### config.mk
export PLATFORM = sky130hd
export DESIGN_NAME = frequency_meter
export DESIGN_NICKNAME = d
export VERILOG_FILES = /design/src/rtl/frequency_meter_pkg.sv /design/src/rtl/frequency_meter_sync_edge_detect.sv /design/src/rtl/frequency_meter.sv
export SDC_FILE = /design/constraint.sdc
export NUM_CORES = 1
export LEC_CHECK = 0
export BUFFER_PORTS_ARGS = -buffer_cell sky130_fd_sc_hd__buf_2
export CORE_ASPECT_RATIO = 1.5
export CORE_UTILIZATION = 44
export DETAILED_ROUTE_END_ITERATION = 10
export PLACE_DENSITY_LB_ADDON = 0.05
export SETUP_SLACK_MARGIN = 0.15
export SLEW_MARGIN = 15
export SYNTH_ARGS = -nofsm -noshare
export SYNTH_HDL_FRONTEND = slang
export SYNTH_SLANG_ARGS = --single-unit
export TNS_END_PERCENT = 30
### constraint.sdc
create_clock -name clock_in -period 2.6 [get_ports clock_in]
set_clock_uncertainty 0.2 [all_clocks]
set_input_delay 0.26 -clock clock_in [delete_from_list [all_inputs] [get_ports clock_in]]
set_output_delay 0.26 -clock clock_in [all_outputs]
set_load 0.02 [all_outputs]
### src/rtl/frequency_meter_pkg.sv
// frequency_meter_pkg: default window/count sizes and FSM state encoding for frequency_meter
package frequency_meter_pkg;
  localparam int GATE_CYCLES_DEF = 50_000_000;
  localparam int COUNT_W_DEF = 18;
  typedef enum logic {IDLE = 1'b0, MEASURE = 1'b1} state_t;
endpackage

### src/rtl/frequency_meter_sync_edge_detect.sv
// sync_edge_detect: 2-flop synchronizer plus a history flop giving a one-cycle rising-edge pulse
module sync_edge_detect (
  input  logic clock_in,
  input  logic reset_n,
  input  logic async_in,
  output logic rise_pulse
);
  logic s0, s1, prev;
  always_ff @(posedge clock_in or negedge reset_n)
    if (!reset_n) {prev, s1, s0} <= 3'b000;
    else {prev, s1, s0} <= {s1, s0, async_in};
  assign rise_pulse = s1 & ~prev;
endmodule

### src/rtl/frequency_meter.sv
// frequency_meter: counts sig_in rising edges per GATE_CYCLES window; FREQUENCY_METER_OVF_EN adds saturation and ovf
module frequency_meter
  import frequency_meter_pkg::*;
#(
  parameter int GATE_CYCLES = GATE_CYCLES_DEF,
  parameter int COUNT_W = COUNT_W_DEF
) (
  input  logic               clock_in,
  input  logic               reset_n,
  input  logic               en,
  input  logic               sig_in,
  output logic [COUNT_W-1:0] freq_out,
  output logic               valid
`ifdef FREQUENCY_METER_OVF_EN
  ,output logic              ovf
`endif
);
  localparam int TW = $clog2(GATE_CYCLES);
  state_t state, state_nx;
  logic [TW-1:0] timer, timer_nx;
  logic [COUNT_W-1:0] cnt, cnt_nx, cnt_inc;
  logic rise, run, term;
  sync_edge_detect u_sync (
    .clock_in  (clock_in),
    .reset_n   (reset_n),
    .async_in  (sig_in),
    .rise_pulse(rise)
  );
  assign run  = (state == MEASURE) && en;
  assign term = timer == TW'(GATE_CYCLES - 1);
`ifdef FREQUENCY_METER_OVF_EN
  logic sat, ovf_acc;
  assign sat     = rise && (&cnt);
  assign cnt_inc = sat ? cnt : cnt + COUNT_W'(rise);
`else
  assign cnt_inc = cnt + COUNT_W'(rise);
`endif
  // IDLE leaves on en, MEASURE leaves on !en: both reduce to following en
  always_comb begin
    state_nx = en ? MEASURE : IDLE;
    timer_nx = (run && !term) ? timer + TW'(1) : '0;
    cnt_nx   = (run && !term) ? cnt_inc : '0;
  end
  always_ff @(posedge clock_in or negedge reset_n)
    if (!reset_n) begin
      state    <= IDLE;
      timer    <= '0;
      cnt      <= '0;
      freq_out <= '0;
      valid    <= 1'b0;
    end else begin
      state <= state_nx;
      timer <= timer_nx;
      cnt   <= cnt_nx;
      valid <= run && term;
      if (run && term) freq_out <= cnt_inc;
    end
`ifdef FREQUENCY_METER_OVF_EN
  always_ff @(posedge clock_in or negedge reset_n)
    if (!reset_n) begin
      ovf_acc <= 1'b0;
      ovf     <= 1'b0;
    end else begin
      ovf_acc <= run && !term && (ovf_acc || sat);
      if (run && term) ovf <= ovf_acc || sat;
    end
`endif
endmodule

==> impl_metrics.json, run 1 <==
{
  "rsz0062_at_grt": "false",
  "vdd_drop_max_mv": 0.3792,
  "critPathMaxFanout": 19,
  "tightestPinTransition_ps": 394.3,
  "path_buf_inv": 1,
  "hold_violations": 0,
  "crit_family": "simple AND/OR/NAND/NOR gates",
  "syn_inst": 289,
  "relSlewSlack_pct": 73.50,
  "maxCapViolCount": 0,
  "ant_nets": 0,
  "synth_warnings": 0,
  "critical_path_class": "register to register",
  "min_period_ps": 2239,
  "path_cells": "ha_1 > and4_1 > nand3_2 > nor3_4 > buf_12 > mux2_2",
  "dr.pass1.iters": 6,
  "powerDensity_nw_per_um2": 532.9,
  "die_height_um": 105.2,
  "syn_avg_cell_area_um2": 10.81,
  "synth_top_area_share_pct": 53.69,
  "cts_made_buffers": 9,
  "grt_overflow": 0,
  "dieArea_um2": 7446,
  "netlist_area_um2": 3123,
  "critPathCaptureType": "register",
  "period_share_pct": 86.11,
  "cts_tree": "yes",
  "synth_fp_nets": 296,
  "hp-class": "register to register",
  "synth.largest_area_cell": "dfrtp_1",
  "initial_core_util_pct": 45.58,
  "dieWidth_um": 70.79,
  "cp.required_ps": 2630,
  "clock_latency_ps": 340,
  "cts_max_level": 3,
  "cellLeakagePower_nw": 1.506,
  "synth.area.top_cells": "dfrtp_1 (54%), mux2i_1 (5.1%), xnor2_1 (4.8%)",
  "clock.fmax_ghz": 0.4467,
  "root_buffer": "clkbuf_8",
  "clock_path_buffers": 2,
  "grt_pass1_wl_um": 10760,
  "numClockSinks": 67,
  "grt_start_max_net_pins": 68,
  "worstPathArrival_ps": 2270,
  "setup_tns_ps": 0,
  "io_buffer_count": 22,
  "finalSetupViolations": 0,
  "n_antenna_cell": 0,
  "track_usage_pct": 19.18,
  "async_flop_share_pct": 100.0,
  "grt_pass1_vias": 2330,
  "synth_seq_cells": 67,
  "wl_per_cell_um": 15.61,
  "io_pins": 23,
  "whs_ps": 154.6,
  "nets": 328,
  "antenna_found_initial": 0,
  "critPathMaxStageDelay_ps": 390,
  "dr_total_vias": 2187,
  "drc": 0,
  "ys_types": 44,
  "synth_seq_area_share_pct": 53.69,
  "synth_commonest_cells": "dfrtp_1 (67), nor2_1 (37), inv_1 (24)",
  "postCtsSetupRepairBufs": 0,
  "clk_pin_slew_ps": 70,
  "fill_cells": 643,
  "core_area_um2": 6852,
  "critPathLaunchType": "register",
  "drv_slew": 0,
  "viasPerCell": 5.427,
  "syn_to_final_growth_pct": 13.66,
  "place.gp.congestion": 0.8033,
  "synth_flop_cell": "dfrtp_1",
  "synth.most_common_cell": "dfrtp_1",
  "drtIter0Drc": 125,
  "synth_edf_count": 0,
  "critPathSlowestCell": "dfrtp_1",
  "fp-row-count": 37,
  "status": "finished clean",
  "drive_above_1_share_pct": 16.92,
  "drt_wl_total_um": 6291,
  "hpwl_um": 4267
}
==> per-stage QoR <==
step	std cells	instance area, µm²	setup slack [ps]	util, %	total power (W)
final	403	3550	361.2	51.81	0.001892
after global routing	403	3550	191.3	51.81	0.001966
after CTS	403	3550	343.7	51.81	0.001926
after detailed placement	385	3341	355.6	48.76	0.001121
after global placement	385	3341	406.2	48.76	0.001121
after floorplan	289	3123	613.5	-	0.001086
==> metal layers <==
metal  track usage (%)  vias up  routed length, µm
met1             20.08     1076               2601
li1                  -     1072                  -
met4             11.29        0                163
met2             34.68       28               3387
met3             3.857       11                139
met5                 0        -                  0
==> worst reg2reg max path, cell delays in order, from the launching register on <==
cell,delay (ps)
dfrtp_1,390
ha_1,230
and4_1,330
nand3_2,180
nor3_4,240
buf_12,210
mux2_2,350
==> registers in the layout, indices dropped and copies added, names as in the netlist <==
register and count:
state 1, timer 26, u_sync.s0 1, u_sync.prev 1
cnt 18, freq_out 18, valid 1, u_sync.s1 1
==> cell type report <==
type	instances	area, µm²	area share, %
well taps	78	97.59	2.749
multi-input cells	191	1306	36.80
flip-flops and latches	67	1677	47.23
inverters	24	90.09	2.538
clock buffers	13	168.9	4.759
clock inverters	2	10.01	0.2820
repair buffers	28	200.2	5.640
==> repair_timing <==
action / CTS / global route
hold buffers: 3 / 0
endpoints found under the hold margin: 69 / 0
gates resized for setup: 0 / 0
==> kinds of logic (layout without fill, tap and decap cells) <==
| family | count (synthesis) | after routing | synth area share, % |
|---|---|---|---|
| simple gates | 117 | 117 | 21.83 |
| flops | 67 | 67 | 53.69 |
| buf+inv | 31 | 67 | 4.808 |
| xor+xnor | 28 | 28 | 7.852 |
| compound gates | 25 | 25 | 4.768 |
| mux | 18 | 18 | 5.849 |
| fa+ha+maj | 3 | 3 | 1.202 |
==> cells in the final DEF, fill, tap and decap left out, types with 8 or more instances in the layout <==
cell	count
dfrtp_1	67
a21oi_1	11
nor2_1	37
nand2_1	8
xnor2_1	17
xor2_1	11
clkbuf_8	12
mux2i_1	16
nand3_1	19
nand4_1	10
inv_1	24
buf_2	22
==> power by group <==
part | internal [W] | total (W) | switching, W
logic | 0.0000145 | 0.0000517 | 0.0000373
registers | 0.00105 | 0.00105 | 0.00000263
clock network | 0.000416 | 0.000790 | 0.000374
total | 0.00148 | 0.00189 | 0.000413
==> final timing paths <==
check,startpoint,endpoint,slack [ps],cells after the start
min reg2reg,u_sync.s0$_DFF_PN0_,u_sync.s1$_DFF_PN0_,150,0
max reg2reg,timer[0]$_DFF_PN0_,freq_out[1]$_DFFE_PN0P_,360,6
min in group asynchronous,reset_n,timer[9]$_DFF_PN0_,260,3
min,u_sync.s0$_DFF_PN0_,u_sync.s1$_DFF_PN0_,150,0
max in group asynchronous,reset_n,freq_out[13]$_DFFE_PN0P_,1640,3
max,timer[0]$_DFF_PN0_,freq_out[1]$_DFFE_PN0P_,360,6
(Power assumes the default switching activity.)
==> run 2, diff against run 1 <==
--- a/config.mk
+++ b/config.mk
@@ -7,8 +7,9 @@
 export LEC_CHECK = 0
 export BUFFER_PORTS_ARGS = -buffer_cell sky130_fd_sc_hd__buf_2
 export CORE_ASPECT_RATIO = 1.5
-export CORE_UTILIZATION = 44
+export CORE_UTILIZATION = 29
 export DETAILED_ROUTE_END_ITERATION = 10
+export MAX_ROUTING_LAYER = met4
 export PLACE_DENSITY_LB_ADDON = 0.05
 export SETUP_SLACK_MARGIN = 0.15
 export SLEW_MARGIN = 15
==> run 2 against run 1 <==
  * Sequential share of layout area is 3.6 points lower
  * Cell count is 18% higher
  * Non-clock buffer count is 5 higher
  * Die area is 50% higher
  * Highest routed layer unchanged
  * Setup slack worse by 42 ps
  * Critical path depth is 1 higher
  * Design area is 8.2% higher
  * Utilization is 15 points lower
  * Combinational power is 8.9% higher
  * Largest cell class unchanged
==> impl_metrics.json, run 2 (same netlist as run 1, synthesis figures left out) <==
{
  "min_from": "u_sync.s0$_DFF_PN0_",
  "largest_register": "timer",
  "clock.fmax_ghz": 0.4385,
  "hp-class": "register to register",
  "fill_cells": 1090,
  "place.gp.congestion": 0.7331,
  "cts_made_buffers": 9,
  "cp.required_ps": 2610,
  "vdd_drop_max_mv": 0.2969,
  "grt_start_max_net_pins": 30,
  "final_common_cell": "dfrtp_1",
  "drv_slew": 0,
  "stdcell_count": 475,
  "fp-row-count": 46,
  "nets": 333,
  "dr_total_vias": 2215,
  "total_power_w": 0.002520,
  "critical_path_class": "register to register",
  "grt_pass1_vias": 2224,
  "wl_per_cell_um": 15.01,
  "min_delay_path_depth": 0,
  "worstPathArrival_ps": 2290,
  "n_antenna_cell": 0,
  "antenna_found_initial": 0,
  "track_usage_pct": 15.13,
  "r2r_end": "freq_out[14]$_DFFE_PN0P_",
  "dp.cells": 456,
  "critPathLaunchType": "register",
  "postLayoutCoreUtil_pct": 36.46,
  "setup_tns_ps": 0,
  "r2r_setup_slack_ps": 320,
  "clock_path_buffers": 2,
  "syn_to_final_growth_pct": 22.96,
  "dr.pass1.iters": 4,
  "maxCapViolCount": 0,
  "cts_tree": "yes",
  "drt_wl_total_um": 7129,
  "root_buffer": "clkbuf_16",
  "finalSetupViolations": 0,
  "r2r_cells": 7,
  "dieWidth_um": 86.73,
  "largest_reg_flops": 26,
  "hold_violations": 0,
  "cts_max_level": 3,
  "critPathMaxFanout": 6,
  "drive_above_1_share_pct": 18.73,
  "cellLeakagePower_nw": 1.606,
  "clock_latency_ps": 330,
  "hpwl_um": 5048,
  "io_buffer_count": 22,
  "grt_overflow": 0,
  "status": "finished clean",
  "viasPerCell": 4.663,
  "clk_pin_slew_ps": 60,
  "critPathCaptureType": "register",
  "reg2reg_from": "u_sync.prev$_DFF_PN0_",
  "powerDensity_nw_per_um2": 656.2,
  "relSlewSlack_pct": 62.43,
  "drc": 0,
  "ant_nets": 0,
  "drtIter0Drc": 100,
  "numClockSinks": 67,
  "core_area_um2": 10530,
  "layout_common_cells": "dfrtp_1 (67), nor2_1 (37), inv_1 (24)",
  "die_height_um": 129.1,
  "reg_top3": "timer: 26 flops, cnt: 18 flops, freq_out: 18 flops",
  "period_share_pct": 87.72,
  "min_to": "u_sync.s1$_DFF_PN0_",
  "io_pins": 23,
  "rsz0062_at_grt": "true",
  "min_period_ps": 2281,
  "dieArea_um2": 11200,
  "tightestPinTransition_ps": 563.6,
  "initial_core_util_pct": 29.65,
  "grt_pass1_wl_um": 11940
}
## run 2: worst max path at each step
stage | start | end | cells past startpoint
2_1_floorplan | timer[0]$_DFF_PN0_ | freq_out[0]$_DFFE_PN0P_ | 6
3_3_place_gp | u_sync.prev$_DFF_PN0_ | freq_out[16]$_DFFE_PN0P_ | 7
3_5_place_dp | u_sync.prev$_DFF_PN0_ | freq_out[14]$_DFFE_PN0P_ | 7
4_1_cts | u_sync.prev$_DFF_PN0_ | freq_out[14]$_DFFE_PN0P_ | 7
5_1_grt | u_sync.s1$_DFF_PN0_ | freq_out[14]$_DFFE_PN0P_ | 7
6_report | u_sync.prev$_DFF_PN0_ | freq_out[14]$_DFFE_PN0P_ | 7
## run 2: layer usage
metal	wire, µm	vias to the layer above	track usage (%)
met2	3910	22	26.19
met1	2926	1090	16.31
met4	148	0	7.353
met3	144	12	3.248
li1	-	1091	-
met5	0	-	-
## run 2: timing repair
item / CTS / global route
buffers inserted: 0 / 0
endpoints found under the hold margin: 22 / 0
setup endpoints to repair: 0 / 3
hold buffers: 3 / 0
resized for setup: 0 / 1
## run 2: cell type report
type,count,area [µm²],share of cell area [%]
inverters,24,90.09,2.346
clock buffers,11,242.7,6.321
flip-flops and latches,67,1677,43.66
multi-input cells,191,1313,34.18
clock inverters,5,100.1,2.607
well taps,144,180.2,4.692
repair buffers,33,237.7,6.191
## run 2: where the power goes
part,internal (W),total [W],switching (W),leakage (nW)
clock,0.000960,0.00141,0.000453,0.169
combinational,0.0000163,0.0000563,0.0000400,0.595
sequential,0.00105,0.00105,0.00000264,0.842
total,0.00202,0.00252,0.000495,1.61
## run 2: critical path, cell delays in order, from the launching register on
cell     delay, ps
dfrtp_1        360
nor2b_1        110
ha_1           250
ha_1           230
nand4_1        300
nor4_1         420
xnor2_1        190
mux2i_1        100
## run 2: through the flow
stage / setup slack, ps / hold WS (ps) / cell area (µm²)
4_1_cts: 300.8 / 169.3 / 3834
3_5_place_dp: 328.0 / 92.63 / 3461
6_report: 319.4 / 165.7 / 3840
3_3_place_gp: 337.6 / 94.27 / 3461
2_1_floorplan: 613.5 / -235.6 / 3123
5_1_grt: 128.7 / 184.3 / 3840
==> run 3, diff against run 2 <==
--- a/config.mk
+++ b/config.mk
@@ -11,7 +11,7 @@
 export DETAILED_ROUTE_END_ITERATION = 10
 export MAX_ROUTING_LAYER = met4
 export PLACE_DENSITY_LB_ADDON = 0.05
-export SETUP_SLACK_MARGIN = 0.15
+export RECOVER_POWER = 25
 export SLEW_MARGIN = 15
 export SYNTH_ARGS = -nofsm -noshare
 export SYNTH_HDL_FRONTEND = slang
==> constraint.sdc (replaced) <==
create_clock -name clock_in -period 2.6 [get_ports clock_in]
set_clock_uncertainty 0.2 [all_clocks]
set_input_delay 0.39 -clock clock_in [delete_from_list [all_inputs] [get_ports clock_in]]
set_output_delay 0.39 -clock clock_in [all_outputs]
set_load 0.02 [all_outputs]
==> run 3 against run 2 <==
  * Global-route usage decreased by 0.48 points
  * Clock power decreased by 21%
  * Critical path depth unchanged
  * Non-clock buffer count decreased by 3
  * Largest cell class unchanged
  * Largest power group unchanged
==> impl_metrics.json, run 3 (same netlist as run 1, synthesis figures left out) <==
{
  "die_height_um": 129.1,
  "viasPerCell": 4.678,
  "hold_violations": 0,
  "numClockSinks": 67,
  "hp-class": "register to register",
  "relSlewSlack_pct": 37.09,
  "drc": 0,
  "cts_max_level": 3,
  "final.setup.worst_slack_ps": 344.4,
  "vdd_drop_max_mv": 0.2687,
  "io_pins": 23,
  "largest_reg_flops": 26,
  "critPathCaptureType": "register",
  "track_usage_pct": 14.65,
  "initial_core_util_pct": 29.65,
  "total_power_w": 0.002222,
  "clk_pin_slew_ps": 50,
  "grt_start_max_net_pins": 68,
  "drv_slew": 0,
  "dp.cells": 453,
  "grt_overflow": 0,
  "powerDensity_nw_per_um2": 595.8,
  "ctsResizeCount": 0,
  "pre_cts_ws_ps": 305.9,
  "cts_made_buffers": 9,
  "core_area_um2": 10530,
  "cp.required_ps": 2600,
  "syn_to_final_growth_pct": 19.39,
  "drt_wl_total_um": 6971,
  "whs_ps": 146.1,
  "grt_pass1_vias": 2262,
  "ant_nets": 0,
  "clock_latency_ps": 320,
  "place.gp.congestion": 0.7261,
  "dieWidth_um": 86.73,
  "stdcell_count": 472,
  "fill_cells": 1095,
  "critPathLaunchType": "register",
  "min_delay_path_depth": 0,
  "fp-row-count": 46,
  "reg_top3": "timer: 26 flops, cnt: 18 flops, freq_out: 18 flops",
  "nets": 330,
  "period_share_pct": 86.75,
  "maxCapViolCount": 0,
  "worstPathArrival_ps": 2260,
  "startpoint": "u_sync.prev$_DFF_PN0_",
  "setup_tns_ps": 0,
  "drtIter0Drc": 42,
  "tightestPinTransition_ps": 943.7,
  "status": "finished clean",
  "critPathMaxFanout": 6,
  "layout_common_cells": "dfrtp_1 (67), nor2_1 (37), inv_1 (24)",
  "io_buffer_count": 22,
  "dr_total_vias": 2208,
  "antenna_found_initial": 0,
  "grt_pass1_wl_um": 11730,
  "min_from": "u_sync.s0$_DFF_PN0_",
  "drive_above_1_share_pct": 16.77,
  "final_common_cell": "dfrtp_1",
  "clock.fmax_ghz": 0.4433,
  "r2r_cells": 7,
  "hpwl_um": 4798,
  "root_buffer": "clkbuf_16",
  "postCtsSetupRepairBufs": 0,
  "dieArea_um2": 11200,
  "cts_tree": "yes",
  "cellLeakagePower_nw": 1.550,
  "min_period_ps": 2256,
  "wl_per_cell_um": 14.77,
  "n_antenna_cell": 0,
  "largest_register": "timer",
  "dr.pass1.iters": 4,
  "finalSetupViolations": 0,
  "reg2reg_from": "u_sync.prev$_DFF_PN0_",
  "clock_path_buffers": 2,
  "rsz0062_at_grt": "false",
  "critical_path_class": "register to register"
}
[run 3: cell types whose count changed in the layout (fill, tap and decap cells not counted), sizes merged]
cell    before  now
bufinv       3    0
buf         30   25
clkbuf      11   16
[run 3: layout make-up]
class                   instances  area, µm²  area share [%]
clock inverters                 2      10.01          0.2685
inverters                      24      90.09           2.416
well taps                     144      180.2           4.832
clock buffers                  14      264.0           7.081
flip-flops and latches         67       1677           44.97
repair buffers                 30      201.4           5.403
multi-input cells             191       1306           35.03
[run 3: layer usage]
metal | global-route usage (%) | share of wire [%] | wire (µm) | vias up
li1 | - | - | - | 1079
met1 | 15.46 | 40 | 2801 | 1090
met2 | 25.77 | 55 | 3834 | 27
met3 | 3.312 | 2.3 | 160 | 12
met4 | 6.765 | 2.5 | 174 | 0
met5 | - | 0 | 0 | -
[run 3: worst paths after layout]
| kind | to | slack, ps |
|---|---|---|
| max | freq_out[14]$_DFFE_PN0P_ | 340 |
| min | u_sync.s1$_DFF_PN0_ | 150 |
| max reg2reg | freq_out[14]$_DFFE_PN0P_ | 340 |
| min reg2reg | u_sync.s1$_DFF_PN0_ | 150 |
| max in group asynchronous | cnt[17]$_DFF_PN0_ | 930 |
| min in group asynchronous | timer[12]$_DFF_PN0_ | 660 |
[run 3: report_power, final]
part / total [W] / internal (W) / switching (W)
Sequential: 0.00105 / 0.00105 / 0.00000267
Clock: 0.00112 / 0.000695 / 0.000424
Combinational: 0.0000512 / 0.0000129 / 0.0000382
Total: 0.00222 / 0.00176 / 0.000465
[run 3: per-stage QoR]
step	instance area [µm²]	utilization, %
3_3_place_gp	3438	32.64
2_1_floorplan	3123	-
3_5_place_dp	3438	32.64
6_report	3729	35.40
5_1_grt	3729	35.40
4_1_cts	3742	35.53
[run 3: critical path, cell delays in order (launching register included)]
cell and delay (ps):
dfrtp_1 370, nor2b_1 130, ha_1 240, ha_1 230
nand4_1 280, nor4_1 400, xnor2_1 190, mux2i_1 100
[run 3: repair_timing]
item | 4_1_cts | 5_1_grt
hold buffers | 3 | 0
endpoints found under the setup margin | 0 | 0
endpoints found under the hold margin | 69 | 0
